[src/rtl/intersection_arbiter_pkg.sv]
// Shared types and default timing for the intersection arbiter.
// All durations are counted in tick strobes, not clock cycles.
package intersection_arbiter_pkg;

    typedef enum logic [1:0] {
        IDLE   = 2'd0,
        GREEN  = 2'd1,
        YELLOW = 2'd2,
        ALLRED = 2'd3
    } state_t;

    localparam int DEF_N_APP       = 4;
    localparam int DEF_T_MIN_GREEN = 4;
    localparam int DEF_T_MAX_GREEN = 12;
    localparam int DEF_T_YELLOW    = 2;
    localparam int DEF_T_ALLRED    = 1;
    localparam int DEF_T_WALK      = 6;
    localparam int TIMER_W         = 8;

endpackage

[src/rtl/intersection_arbiter_rr_pick.sv]
// Round-robin selector: first pending index after grant_idx, wrapping,
// so grant_idx itself is considered last.
module rr_pick #(
    parameter int N_APP = 4,
    parameter int IDX_W = 2
) (
    input  logic [N_APP-1:0] pend,
    input  logic [IDX_W-1:0] grant_idx,
    output logic             valid,
    output logic [IDX_W-1:0] next_idx
);

    int               j;
    logic [IDX_W-1:0] idx;

    // Scan from farthest to nearest so the nearest pending index wins.
    always_comb begin
        valid    = 1'b0;
        next_idx = grant_idx;
        j        = 0;
        idx      = '0;
        for (int off = N_APP; off >= 1; off--) begin
            j = int'(grant_idx) + off;
            if (j >= N_APP) j = j - N_APP;
            idx = IDX_W'(j);
            if (pend[idx]) begin
                valid    = 1'b1;
                next_idx = idx;
            end
        end
    end

endmodule

[src/rtl/intersection_arbiter.sv]
// Traffic-light arbiter for N_APP approaches sharing one intersection,
// with round-robin service, min/max green and pedestrian walk phases.
module intersection_arbiter
    import intersection_arbiter_pkg::*;
#(
    parameter int N_APP       = DEF_N_APP,
    parameter int T_MIN_GREEN = DEF_T_MIN_GREEN,
    parameter int T_MAX_GREEN = DEF_T_MAX_GREEN,
    parameter int T_YELLOW    = DEF_T_YELLOW,
    parameter int T_ALLRED    = DEF_T_ALLRED,
    parameter int T_WALK      = DEF_T_WALK
) (
    input  logic                     clk,
    input  logic                     rst,
    input  logic                     tick,
    input  logic [N_APP-1:0]         req,
    input  logic [N_APP-1:0]         ped_req,
    output logic [N_APP-1:0]         green,
    output logic [N_APP-1:0]         yellow,
    output logic [N_APP-1:0]         red,
    output logic [N_APP-1:0]         walk,
    output logic [$clog2(N_APP)-1:0] grant_idx,
    output logic                     busy
);

    localparam int IDX_W = $clog2(N_APP);
    localparam logic [TIMER_W:0]   MIN_C    = (TIMER_W+1)'(T_MIN_GREEN);
    localparam logic [TIMER_W:0]   MAX_C    = (TIMER_W+1)'(T_MAX_GREEN);
    localparam logic [TIMER_W:0]   YEL_C    = (TIMER_W+1)'(T_YELLOW);
    localparam logic [TIMER_W:0]   ALLRED_C = (TIMER_W+1)'(T_ALLRED);
    localparam logic [TIMER_W-1:0] WALK_C   = TIMER_W'(T_WALK);

    state_t             state, state_n;
    logic [IDX_W-1:0]   grant_q, grant_n;
    logic [TIMER_W-1:0] timer, timer_n;
    logic [TIMER_W:0]   cnt1;
    logic               walk_en, walk_en_n;
    logic [N_APP-1:0]   ped_lat, clr_mask;
    logic [N_APP-1:0]   pend, others;
    logic               pick_valid;
    logic [IDX_W-1:0]   pick_idx;
    logic               green_exit;

    assign pend   = req | ped_lat;
    assign others = pend & ~(N_APP'(1) << grant_q);
    assign cnt1   = {1'b0, timer} + (TIMER_W+1)'(1);
    assign green_exit = tick && (|others) &&
                        ((cnt1 >= MAX_C) || ((cnt1 >= MIN_C) && !req[grant_q]));

    rr_pick #(.N_APP(N_APP), .IDX_W(IDX_W)) u_rr_pick (
        .pend      (pend),
        .grant_idx (grant_q),
        .valid     (pick_valid),
        .next_idx  (pick_idx)
    );

    always_ff @(posedge clk or negedge rst) begin
        if (!rst) begin
            state   <= IDLE;
            grant_q <= IDX_W'(N_APP - 1);
            timer   <= '0;
            walk_en <= 1'b0;
            ped_lat <= '0;
        end else begin
            state   <= state_n;
            grant_q <= grant_n;
            timer   <= timer_n;
            walk_en <= walk_en_n;
            ped_lat <= (ped_lat & ~clr_mask) | ped_req;
        end
    end

    // Entering GREEN captures the walk request and clears that approach's latch.
    always_comb begin
        state_n   = state;
        grant_n   = grant_q;
        timer_n   = timer;
        walk_en_n = walk_en;
        clr_mask  = '0;
        case (state)
            IDLE: begin
                if (pick_valid) begin
                    state_n   = GREEN;
                    grant_n   = pick_idx;
                    timer_n   = '0;
                    walk_en_n = ped_lat[pick_idx];
                    clr_mask  = N_APP'(1) << pick_idx;
                end
            end
            GREEN: begin
                if (green_exit) begin
                    state_n = YELLOW;
                    timer_n = '0;
                end else if (tick && (cnt1 <= MAX_C)) begin
                    timer_n = cnt1[TIMER_W-1:0];
                end
            end
            YELLOW: begin
                if (tick) begin
                    if (cnt1 >= YEL_C) begin
                        state_n = ALLRED;
                        timer_n = '0;
                    end else begin
                        timer_n = cnt1[TIMER_W-1:0];
                    end
                end
            end
            ALLRED: begin
                if (tick) begin
                    if (cnt1 >= ALLRED_C) begin
                        timer_n   = '0;
                        walk_en_n = 1'b0;
                        if (pick_valid) begin
                            state_n   = GREEN;
                            grant_n   = pick_idx;
                            walk_en_n = ped_lat[pick_idx];
                            clr_mask  = N_APP'(1) << pick_idx;
                        end else begin
                            state_n = IDLE;
                        end
                    end else begin
                        timer_n = cnt1[TIMER_W-1:0];
                    end
                end
            end
            default: state_n = IDLE;
        endcase
    end

    always_comb begin
        green  = '0;
        yellow = '0;
        red    = '1;
        walk   = '0;
        case (state)
            GREEN: begin
                green[grant_q] = 1'b1;
                red[grant_q]   = 1'b0;
                if (walk_en && (timer < WALK_C)) walk[grant_q] = 1'b1;
            end
            YELLOW: begin
                yellow[grant_q] = 1'b1;
                red[grant_q]    = 1'b0;
            end
            default: ;
        endcase
    end

    assign grant_idx = grant_q;
    assign busy      = (state != IDLE);

endmodule

[config.mk]
export PLATFORM = sky130hd
export DESIGN_NAME = intersection_arbiter
export DESIGN_NICKNAME = d
export VERILOG_FILES = /design/src/rtl/intersection_arbiter_pkg.sv /design/src/rtl/intersection_arbiter_rr_pick.sv /design/src/rtl/intersection_arbiter.sv
export SDC_FILE = /design/constraint.sdc
export NUM_CORES = 1
export LEC_CHECK = 0
export ABC_CLOCK_PERIOD_IN_PS = 6400
export CAP_MARGIN = 20
export CORE_MARGIN = 2
export CORE_UTILIZATION = 56
export CTS_CLUSTER_DIAMETER = 100
export DETAILED_ROUTE_END_ITERATION = 16
export PLACE_DENSITY = 0.93
export SETUP_SLACK_MARGIN = 0.02
export SLEW_MARGIN = 10
export SYNTH_ARGS = -nofsm -noshare
export SYNTH_HDL_FRONTEND = slang
export SYNTH_SLANG_ARGS = --single-unit
[constraint.sdc]
create_clock -name clk -period 6.4 [get_ports clk]
set_input_delay 1.6 -clock clk [delete_from_list [all_inputs] [get_ports clk]]
set_output_delay 1.6 -clock clk [all_outputs]
set_load 0.02 [all_outputs]
==> run metrics <==
Tcrit/Tclk final=60.93%; Starting Density=57.99%; Antenna Nets Post-Route=0; Die W=56.98 µm; Critical Path RT=4.80 ns; Boundary Pins=30; Synth area leader=dfrtp_1; worst flop-to-flop path startpoint=grant_idx[0]; layout cell share with drive strength beyond 1=12.02%; Nets=231; Post-Layout Cell Count=239; status=finished, final reports clean; Worst Path Arrival=2.30 ns; Setup CP Type=reg -> out; Hold Crit Class=reg -> reg; GP Congestion=0.9201; Fillers=212; grt total ovfl=0; worst skew pair latency=0.30 ns; final setup fails=0; critical path startpoint=state[1]; Routed WL=4.075 mm; Worst path max stage delay=0.60 ns; Multi-input gate area=0.001062 mm²; synth unique cells=56; fmax=256.5 MHz; CTS buffer count=3; pin count of the biggest net entering global routing=18; Area contributors post-synth=dfrtp_1 24%, ha_1 8.8%, and2_1 4.8%; Pwr Density=458.5 mW/mm²; Final Max Tran Viols=0; number of max-cap violations=0; CP Cell Sequence=inv_1 -> ha_1 -> nand4_1 -> a21oi_1 -> and2_1 -> clkdlybuf4s50_1; CP bufs+invs=2; Root Buffer=clkbuf_4; vias post-DR=1,551; drc violations=0; CTS sink cnt=17; Mapped Nets=203; full die area=0.003246 mm²; Crit. End Element=output port; CTS max path bufs=2; Register Area=427.9 µm²; I/O Buffers=29; Synth Warn #=0; first-pass iteration count of the detailed router=4; hold_sp=state[0]; Die H=56.98 µm; most numerous cell in the Yosys netlist=dfrtp_1; final hold violation count=0; Cell Rows=19; CP max-delay cell=clkdlybuf4s50_1; CTS Hold Bufs=0; CTS tree=done; Post-synth EDFFs=0; Period minus WS final=3.899 ns; total core area=0.002710 mm²; setup bufs post-CTS=0; post-synthesis instance total=181; Clk pin slew, worst setup/hold paths=0.10 ns; register area share after synthesis=27.23%; crit start category=flop; FF+latch count, synth=17; Final HPWL DP=3.132 mm; share of synthesized flip-flops with an asynchronous set or reset=100.0%; Rel. slew slack=48.61%; CP max FO=6; vias in the first global route=1,499; Area growth syn-to-layout=20.14%; Worst-Margin Slew=0.7685 ns; Avg WL per Cell=17.05 µm; Clock Skews=0.005866 ns; global-route wire length before repair=6.969 mm; ant diodes=0; Synth Flop Type=dfrtp_1; Crit path max-delay family=buffers and inverters; mean area per synthesized cell=8.682 µm²; H-tree Lvls=1; top cells by count, synth=15 x dfrtp_1, 13 x nor2_1, 12 x and2_1, 12 x nand2_1; Placed Cells=235; CTS resizes=0; RSZ-0062 raised after global routing=false; Max rail drop VDD=342.8 µV; cell area after synthesis=0.001572 mm²; vias per cell=6.490; antenna violations before repair=0; post-synth top area share=23.89%; Iteration-0 DRC Markers=107; GRT Total Usage=27.37%; setup TNS=0 ns; Pleak=0.7393 nW
[stage by stage]
step | area (µm²) | utilization, % | power, mW | worst slack [ns] | hold WS (ns)
after floorplan | 1572 | - | 0.6207 | 3.106 | 0.4896
after global placement | 1861 | 68.65 | 0.7663 | 2.548 | 0.5228
after detailed placement | 1861 | 68.65 | 0.7938 | 2.447 | 0.5369
after CTS | 1888 | 69.67 | 0.8593 | 2.503 | 0.5568
after global routing | 1888 | 69.67 | 0.9363 | 2.327 | 0.5780
final | 1888 | 69.67 | 0.8657 | 2.501 | 0.5625
[metal layers]
layer	GRT usage, %	part of all wire [%]	vias up
met5	0	0	-
met4	13.29	2.5	0
met3	3.628	7.9	15
met2	46.31	50	83
met1	34.55	40	732
li1	-	-	721
[layout by cell type, fill, tap and decap left out, types with 2 or more instances in the layout]
cell type | Yosys | routed
a21boi_1 | 2 | 2
clkbuf_4 | 0 | 3
mux2i_1 | 3 | 3
nand2_1 | 12 | 12
ha_1 | 11 | 11
nor2_1 | 13 | 13
dfstp_2 | 2 | 2
o21ai_2 | 2 | 2
and2_2 | 4 | 4
o21ai_0 | 8 | 8
o31ai_1 | 5 | 5
inv_1 | 11 | 11
and4_1 | 2 | 2
mux2_2 | 3 | 3
and2_1 | 12 | 12
nand4_1 | 2 | 2
clkdlybuf4s50_1 | 0 | 29
a22oi_1 | 3 | 3
dfrtp_1 | 15 | 15
or3_1 | 2 | 2
o21ai_1 | 2 | 2
o22ai_1 | 4 | 4
nand3_1 | 6 | 6
a21o_1 | 3 | 3
nor3_1 | 3 | 3
a211oi_2 | 2 | 2
nand2b_1 | 7 | 7
or3b_2 | 2 | 2
a21oi_1 | 8 | 8
[cell type report]
| type | count | area share [%] |
|---|---|---|
| clock buffer | 3 | 1.193 |
| clock inverter | 1 | 0.2651 |
| inverter | 11 | 2.187 |
| multi-input combinational | 147 | 56.26 |
| sequential | 17 | 22.66 |
| tap | 31 | 2.054 |
| timing repair buffer | 29 | 15.37 |
[worst register-to-register path, delay by kind of cell, from the launching register on]
kind,cells,cell delay (ns)
AO/OA/AOI/OAI,3,0.81
adder cells (fa/ha/maj),1,0.39
buffers and inverters,1,0.12
flip-flops,1,0.66
multiplexers,3,0.77
[where the power goes]
group,switching [mW],internal (mW)
clock,0.0365,0.0234
combinational,0.343,0.265
sequential,0.0537,0.144
[sequential cells by signal, summed over array words and instances (netlist names)]
register / count
grant_idx: 2
ped_lat: 4
state: 2
timer: 8
walk_en: 1
[kinds of logic (layout without fill, tap and decap cells)]
logic type / Yosys count / count (layout) / share of synthesized area [%]
adders and majority gates: 11 / 11 / 8.758
AOI/OAI and AO/OA: 56 / 56 / 26.91
and+or+nand+nor: 72 / 72 / 25.72
DFF: 17 / 17 / 27.23
muxes: 8 / 8 / 6.210
buffers and inverters: 17 / 44 / 5.175
[final timing paths]
path | to | depth (start not counted) | slack [ns]
max in group asynchronous | timer[0] | 1 | 4.18
worst max-delay path | walk[0] | 6 | 2.50
worst min-delay path | state[0] | 1 | 0.56
worst max register to register | walk_en | 8 | 3.58
min in group asynchronous | timer[5] | 1 | 1.74
worst min register to register | state[0] | 1 | 0.56
Power figures use the tool's default switching activity.
